### config.mk
export PLATFORM = sky130hd
export DESIGN_NAME = seq_blinker
export DESIGN_NICKNAME = d
export VERILOG_FILES = /design/src/rtl/seq_blinker_pkg.sv /design/src/rtl/seq_blinker_tick_gen.sv /design/src/rtl/seq_blinker.sv
export SDC_FILE = /design/constraint.sdc
export NUM_CORES = 1
export LEC_CHECK = 0
export ABC_AREA = 1
export CAP_MARGIN = 25
export CORE_ASPECT_RATIO = 1.75
export CORE_MARGIN = 2
export CORE_UTILIZATION = 55
export DETAILED_ROUTE_END_ITERATION = 8
export GPL_ROUTABILITY_DRIVEN = 0
export PLACE_DENSITY = 0.88
export SLEW_MARGIN = 5
export SYNTH_ARGS = -nofsm -noshare
export SYNTH_HDL_FRONTEND = slang
export SYNTH_SLANG_ARGS = --single-unit
### constraint.sdc
create_clock -name clk -period 2.1 [get_ports clk]
set_input_delay 0.315 -clock clk [delete_from_list [all_inputs] [get_ports clk]]
set_output_delay 0.315 -clock clk [all_outputs]
set_load 0.1 [all_outputs]
### src/rtl/seq_blinker_pkg.sv
// Shared types and constants for the sequence blinker: FSM state encoding
// and the speed selector values seen on the speed input.
package seq_blinker_pkg;

  typedef enum logic [2:0] {
    IDLE,
    FETCH,
    ON,
    OFF,
    FINALE,
    DONE
  } state_t;

  // Speed selector: each step halves the ON/OFF window lengths.
  localparam logic [1:0] SPD_X1 = 2'd0;
  localparam logic [1:0] SPD_X2 = 2'd1;
  localparam logic [1:0] SPD_X4 = 2'd2;
  localparam logic [1:0] SPD_X8 = 2'd3;

endpackage

### src/rtl/seq_blinker_tick_gen.sv
// Timing-tick prescaler for the sequence blinker. Produces a one-cycle tick
// every TICK_CYCLES clocks; clr restarts the count so a window that begins
// with clr released lasts a whole number of ticks.
module tick_gen #(
  parameter int TICK_CYCLES = 1_000_000
) (
  input  logic clk,
  input  logic reset,
  input  logic clr,
  output logic tick
);

  localparam int CNT_W = (TICK_CYCLES > 1) ? $clog2(TICK_CYCLES) : 1;

  logic [CNT_W-1:0] cnt;

  assign tick = (cnt == CNT_W'(TICK_CYCLES - 1));

  // Free-running modulo-TICK_CYCLES counter, held at zero while cleared.
  always_ff @(posedge clk) begin
    if (reset || clr || tick) begin
      cnt <= '0;
    end else begin
      cnt <= cnt + CNT_W'(1);
    end
  end

endmodule

### src/rtl/seq_blinker.sv
// Sequence blinker for the Simon Says game: plays back `level` steps from the
// pattern memory, lighting one LED per step for an ON window followed by a
// blank OFF window, then pulses done.
// Optional build macro SEQ_BLINKER_FINALE_EN adds an all-LEDs-on finale
// window after the last step.
module seq_blinker
  import seq_blinker_pkg::*;
#(
  parameter  int TICK_CYCLES = 1_000_000,
  parameter  int NUM_LEDS    = 10,
  parameter  int LEVEL_W     = 4,
  parameter  int ON_TICKS    = 25,
  parameter  int OFF_TICKS   = 10,
  localparam int IDX_W       = $clog2(NUM_LEDS)
) (
  input  logic                clk,
  input  logic                reset,
  input  logic                start,
  input  logic [LEVEL_W-1:0]  level,
  input  logic [1:0]          speed,
  input  logic [IDX_W-1:0]    led_idx,
  output logic [LEVEL_W-1:0]  count,
  output logic                busy,
  output logic                done,
  output logic [NUM_LEDS-1:0] led_out
);

  localparam int MAX_TICKS = (ON_TICKS > OFF_TICKS) ? ON_TICKS : OFF_TICKS;
  localparam int DUR_W     = $clog2(MAX_TICKS + 1);

  // Window length in ticks for a base length and speed, never below one tick.
  function automatic logic [DUR_W-1:0] win_len(input int base, input logic [1:0] spd);
    int sh;
    int t;
    case (spd)
      SPD_X1:  sh = 0;
      SPD_X2:  sh = 1;
      SPD_X4:  sh = 2;
      SPD_X8:  sh = 3;
      default: sh = 0;
    endcase
    t = base >> sh;
    if (t < 1) t = 1;
    return DUR_W'(t);
  endfunction

  // One-hot LED drive; indices past the LED bank light nothing.
  function automatic logic [NUM_LEDS-1:0] onehot(input logic [IDX_W-1:0] idx);
    logic [NUM_LEDS-1:0] v;
    v = '0;
    if (int'(idx) < NUM_LEDS) v[idx] = 1'b1;
    return v;
  endfunction

  state_t             state;
  logic [LEVEL_W-1:0] level_l;
  logic [1:0]         speed_l;
  logic [IDX_W-1:0]   idx_l;
  logic [DUR_W-1:0]   dur;
  logic [DUR_W-1:0]   on_len;
  logic [DUR_W-1:0]   off_len;
  logic               tick;
  logic               clr;
  logic               on_last;
  logic               off_last;
  logic               step_last;

  assign on_len    = win_len(ON_TICKS, speed_l);
  assign off_len   = win_len(OFF_TICKS, speed_l);
  assign on_last   = tick && (dur == on_len - DUR_W'(1));
  assign off_last  = tick && (dur == off_len - DUR_W'(1));
  assign step_last = (count == level_l - LEVEL_W'(1));

  // The prescaler only runs inside timed windows. Windows end on a tick, where
  // the prescaler wraps to zero, so back-to-back windows stay tick-aligned.
  assign clr = (state != ON) && (state != OFF) && (state != FINALE);

  tick_gen #(
    .TICK_CYCLES(TICK_CYCLES)
  ) u_tick_gen (
    .clk  (clk),
    .reset(reset),
    .clr  (clr),
    .tick (tick)
  );

  // Playback FSM: step sequencing, window timing and registered outputs.
  always_ff @(posedge clk) begin
    if (reset) begin
      state   <= IDLE;
      count   <= '0;
      led_out <= '0;
      busy    <= 1'b0;
      done    <= 1'b0;
      dur     <= '0;
    end else begin
      done <= 1'b0;
      case (state)
        IDLE: begin
          led_out <= '0;
          busy    <= 1'b0;
          dur     <= '0;
          if (start) begin
            busy    <= 1'b1;
            level_l <= level;
            speed_l <= speed;
            if (level != '0) begin
              count <= '0;
              state <= FETCH;
            end else begin
              done  <= 1'b1;
              state <= DONE;
            end
          end
        end

        // Memory data for the current count is valid here.
        FETCH: begin
          idx_l   <= led_idx;
          led_out <= onehot(led_idx);
          dur     <= '0;
          state   <= ON;
        end

        ON: begin
          if (on_last) begin
            dur     <= '0;
            led_out <= '0;
            state   <= OFF;
          end else begin
            led_out <= onehot(idx_l);
            if (tick) dur <= dur + DUR_W'(1);
          end
        end

        OFF: begin
          led_out <= '0;
          if (off_last) begin
            dur <= '0;
            if (step_last) begin
`ifdef SEQ_BLINKER_FINALE_EN
              led_out <= '1;
              state   <= FINALE;
`else
              done  <= 1'b1;
              state <= DONE;
`endif
            end else begin
              count <= count + LEVEL_W'(1);
              state <= FETCH;
            end
          end else if (tick) begin
            dur <= dur + DUR_W'(1);
          end
        end

`ifdef SEQ_BLINKER_FINALE_EN
        FINALE: begin
          if (on_last) begin
            dur     <= '0;
            led_out <= '0;
            done    <= 1'b1;
            state   <= DONE;
          end else if (tick) begin
            dur <= dur + DUR_W'(1);
          end
        end
`endif

        DONE: begin
          busy    <= 1'b0;
          led_out <= '0;
          state   <= IDLE;
        end

        default: begin
          led_out <= '0;
          busy    <= 1'b0;
          state   <= IDLE;
        end
      endcase
    end
  end

endmodule

==> results.txt <==
Die W -> 60.4 um
CTS tree -> built
Status -> finished, final reports clean
Worst slew margin -> 52.3%
Grt total ovfl -> 0
Syn Std Cell Area -> 3060 um2
RSZ-0062 raised after global routing -> no
Synthesized Nets -> 462
Detailed-route vias per instance -> 5.19
Critical R2R Capture -> led_out[0]
Compound-Gate Fraction of Synth Area -> 6.83%
Vias -> 2817
Layout cells sized above 1 -> 11.3%
CTS Root Cell -> clkbuf_8
Main combinational cell family by area after synthesis -> simple AND/OR/NAND/NOR gates
Port buffer count -> 28
Sequential share of the synthesized area -> 38.6%
CP max-delay cell -> edfxtp_1
Placed cells -> 533
Hold depth -> 1
Slew Viols, Final -> 0
Setup violators final -> 0
Post-route DRC -> 0
Pwr/cell area -> 947 nW/um2
CP bufs+invs -> 2
Max Clock Skew -> 0.00550 ns
Sum Neg Setup Slack -> 0 ns
CP Cell Sequence -> buf_4 -> ha_1 -> o21ai_0 -> nand2_1 -> nand3_1 -> nor2_2 -> nand2_1 -> buf_4 -> nand4_1 -> a21oi_1
Crit. path cell count -> 10
CTS Buf Count -> 5
Die span in y -> 103 um
# diodes -> 0
CP Class -> flip-flop to flip-flop
Type of origin of the critical path -> flip-flop
Core Region -> 5450 um2
Tmin final -> 1.85 ns
Fill cells -> 467
R2r startpoint -> speed_l[1]
CTS HTree Levels -> 2
First-pass GRT wire length -> 11700 um
Data arrival time of the worst path -> 2.09 ns
Max Fclk -> 0.540 GHz
CTS Hold Bufs -> 0
Max-Cap Viols -> 0
FF-to-FF setup slack -> 0.25 ns
Clk sinks -> 54
Fin util -> 64.2%
Worst endpoint required time -> 2.34 ns
Antenna Violating Nets Remaining -> 0
Worst vdd ir -> 0.000938 V
Clk slew on worst S/H paths -> 0.09 ns
Slowest stage delay, CP -> 0.44 ns
Total of warnings raised by yosys -> 0
Final Net Count -> 490
Post-Synth Simple-Gate Area -> 35.5%
GRT Util Overall -> 24.2%
P&R area growth vs syn -> 14.3%
XOR/XNOR share of the synthesized area -> 5.15%
Finished Layout Cells -> 543
Critical Path Fanout Max -> 10
Synthesized instance count -> 438
Mux cell area share after synthesis -> 0%
Period utilization -> 88.2%
Leakage -> 0.00152 uW
Drt pass-1 iters -> 4
Longest Clk Path Bufs -> 2
Routed WL -> 6600 um
Final Hold Vio Count -> 0
Largest net degree at the start of global routing -> 19
Avg Inst Size Synth -> 6.98 um2
Critical path capture point type -> flip-flop
Vias in the first global route -> 2807
Full die area -> 6200 um2
Post-synthesis adder-cell area fraction -> 4.50%
Reg2reg path depth -> 10
Initial DRC Count -> 131
# rows -> 36
# IOs -> 29
Worst hold endpoint -> u_tick_gen.cnt[0]
Dpl hpwl -> 5060 um
FF+latch count, synth -> 54
Hold Crit Class -> flip-flop to flip-flop
Worst Tran Pin Value -> 0.713 ns
CP top delay family -> flip-flops
Number of antenna violations at the first check in global routing -> 0
Initial Util -> 56.1%
Netlist cell types -> 33
Hold Crit Start -> u_tick_gen.cnt[0]
DR WL/cell -> 12.1 um
Clock latency at the later pin of the worst-skew pair -> 0.30 ns
## repair_timing
item	CTS	global route
endpoints found under the setup margin	0	18
setup buffers	0	2
gates resized for setup	0	2
## logic make-up after synthesis
kind of cell	Yosys count
compound gates	39
fa+ha+maj	11
buf+inv	73
xor+xnor	18
flops	54
simple gates	243
## where the power goes
group	total (uW)	internal, uW	switching (uW)
sequential	1270	1170	106
combinational	1330	357	972
clock	712	389	323
total	3310	1910	1400
## cells in the mapped netlist
master	n	area (um2)
nand2_1	103	387
nor2_1	69	259
inv_1	58	218
dfxtp_1	44	881
nand3_1	31	155
a21oi_1	27	135
nand4_1	13	81.3
xor2_1	12	105
ha_1	11	138
edfxtp_1	10	300
buf_2	7	35.0
o21ai_0	6	30.0
xnor2_1	6	52.6
or2_2	5	31.3
nand2_2	4	25.0
nor3_1	4	20.0
clkbuf_1	3	11.3
nand3_2	3	30.0
nor2_2	3	18.8
nor3_2	3	30.0
a31oi_1	2	12.5
clkbuf_2	2	10.0
inv_2	2	7.51
and3_1	1	6.26
buf_4	1	7.51
nand3b_1	1	7.51
nor2_4	1	11.3
nor3_4	1	16.3
o211ai_1	1	7.51
o21bai_1	1	7.51
o22a_1	1	8.76
o31ai_1	1	7.51
or2_0	1	6.26
## layer usage
layer  part of all wire, %  GRT usage, %
met1                    37          25.6
met2                    57          45.8
met3                   2.8          3.76
met4                   3.2          9.74
met5                     0             0
## layout make-up
| cell class | instances | area (um2) | area share [%] |
|---|---|---|---|
| Clock buffer | 7 | 86.3 | 2.47 |
| Inverter | 60 | 225 | 6.44 |
| Sequential cell | 54 | 1180 | 33.8 |
| Timing Repair Buffer | 34 | 285 | 8.16 |
| Tap cell | 76 | 95.1 | 2.72 |
| Clock inverter | 1 | 30.0 | 0.859 |
| Multi-Input combinational cell | 311 | 1590 | 45.6 |
## cells in the final DEF (no fill, tap or decap), types with 2 or more instances in the layout
| cell | count |
|---|---|
| dfxtp_1 | 44 |
| xnor2_1 | 6 |
| or2_2 | 5 |
| nand4_1 | 13 |
| inv_1 | 58 |
| edfxtp_1 | 10 |
| nor2_2 | 4 |
| a31oi_1 | 2 |
| nand2_2 | 5 |
| a21oi_1 | 27 |
| nor3_1 | 4 |
| o21ai_0 | 6 |
| nor2_1 | 68 |
| xor2_1 | 12 |
| ha_1 | 11 |
| buf_4 | 22 |
| clkbuf_8 | 6 |
| nand3_1 | 31 |
| nand2_1 | 102 |
| nand3_2 | 3 |
| nor3_2 | 3 |
| inv_2 | 2 |
| clkdlybuf4s50_1 | 12 |
## worst max path at each step
stage	from	endpoint	slack, ns
after floorplan	count[2]	count[0]	0.23
after global placement	speed_l[0]	dur[0]	0.24
after detailed placement	speed_l[0]	dur[2]	0.17
after CTS	speed_l[0]	dur[2]	0.15
after global routing	speed_l[1]	dur[4]	0.02
final	speed_l[1]	led_out[0]	0.25
## registers in the layout, indices dropped and copies added, names as in the netlist, 2 cells and up
register / count
speed_l: 2
dur: 5
count: 4
led_out: 10
state: 3
u_tick_gen.cnt: 20
level_l: 4
idx_l: 4
## per-stage QoR
stage	hold WS [ns]	setup slack [ns]	cell area, um2	total power, uW
after floorplan	0.414	0.231	3060	2320
after global placement	0.436	0.242	3360	2570
after detailed placement	0.442	0.169	3360	2600
after CTS	0.458	0.145	3480	3310
after global routing	0.494	0.0248	3500	3550
final	0.455	0.249	3500	3310
Power figures use the tool's default switching activity.
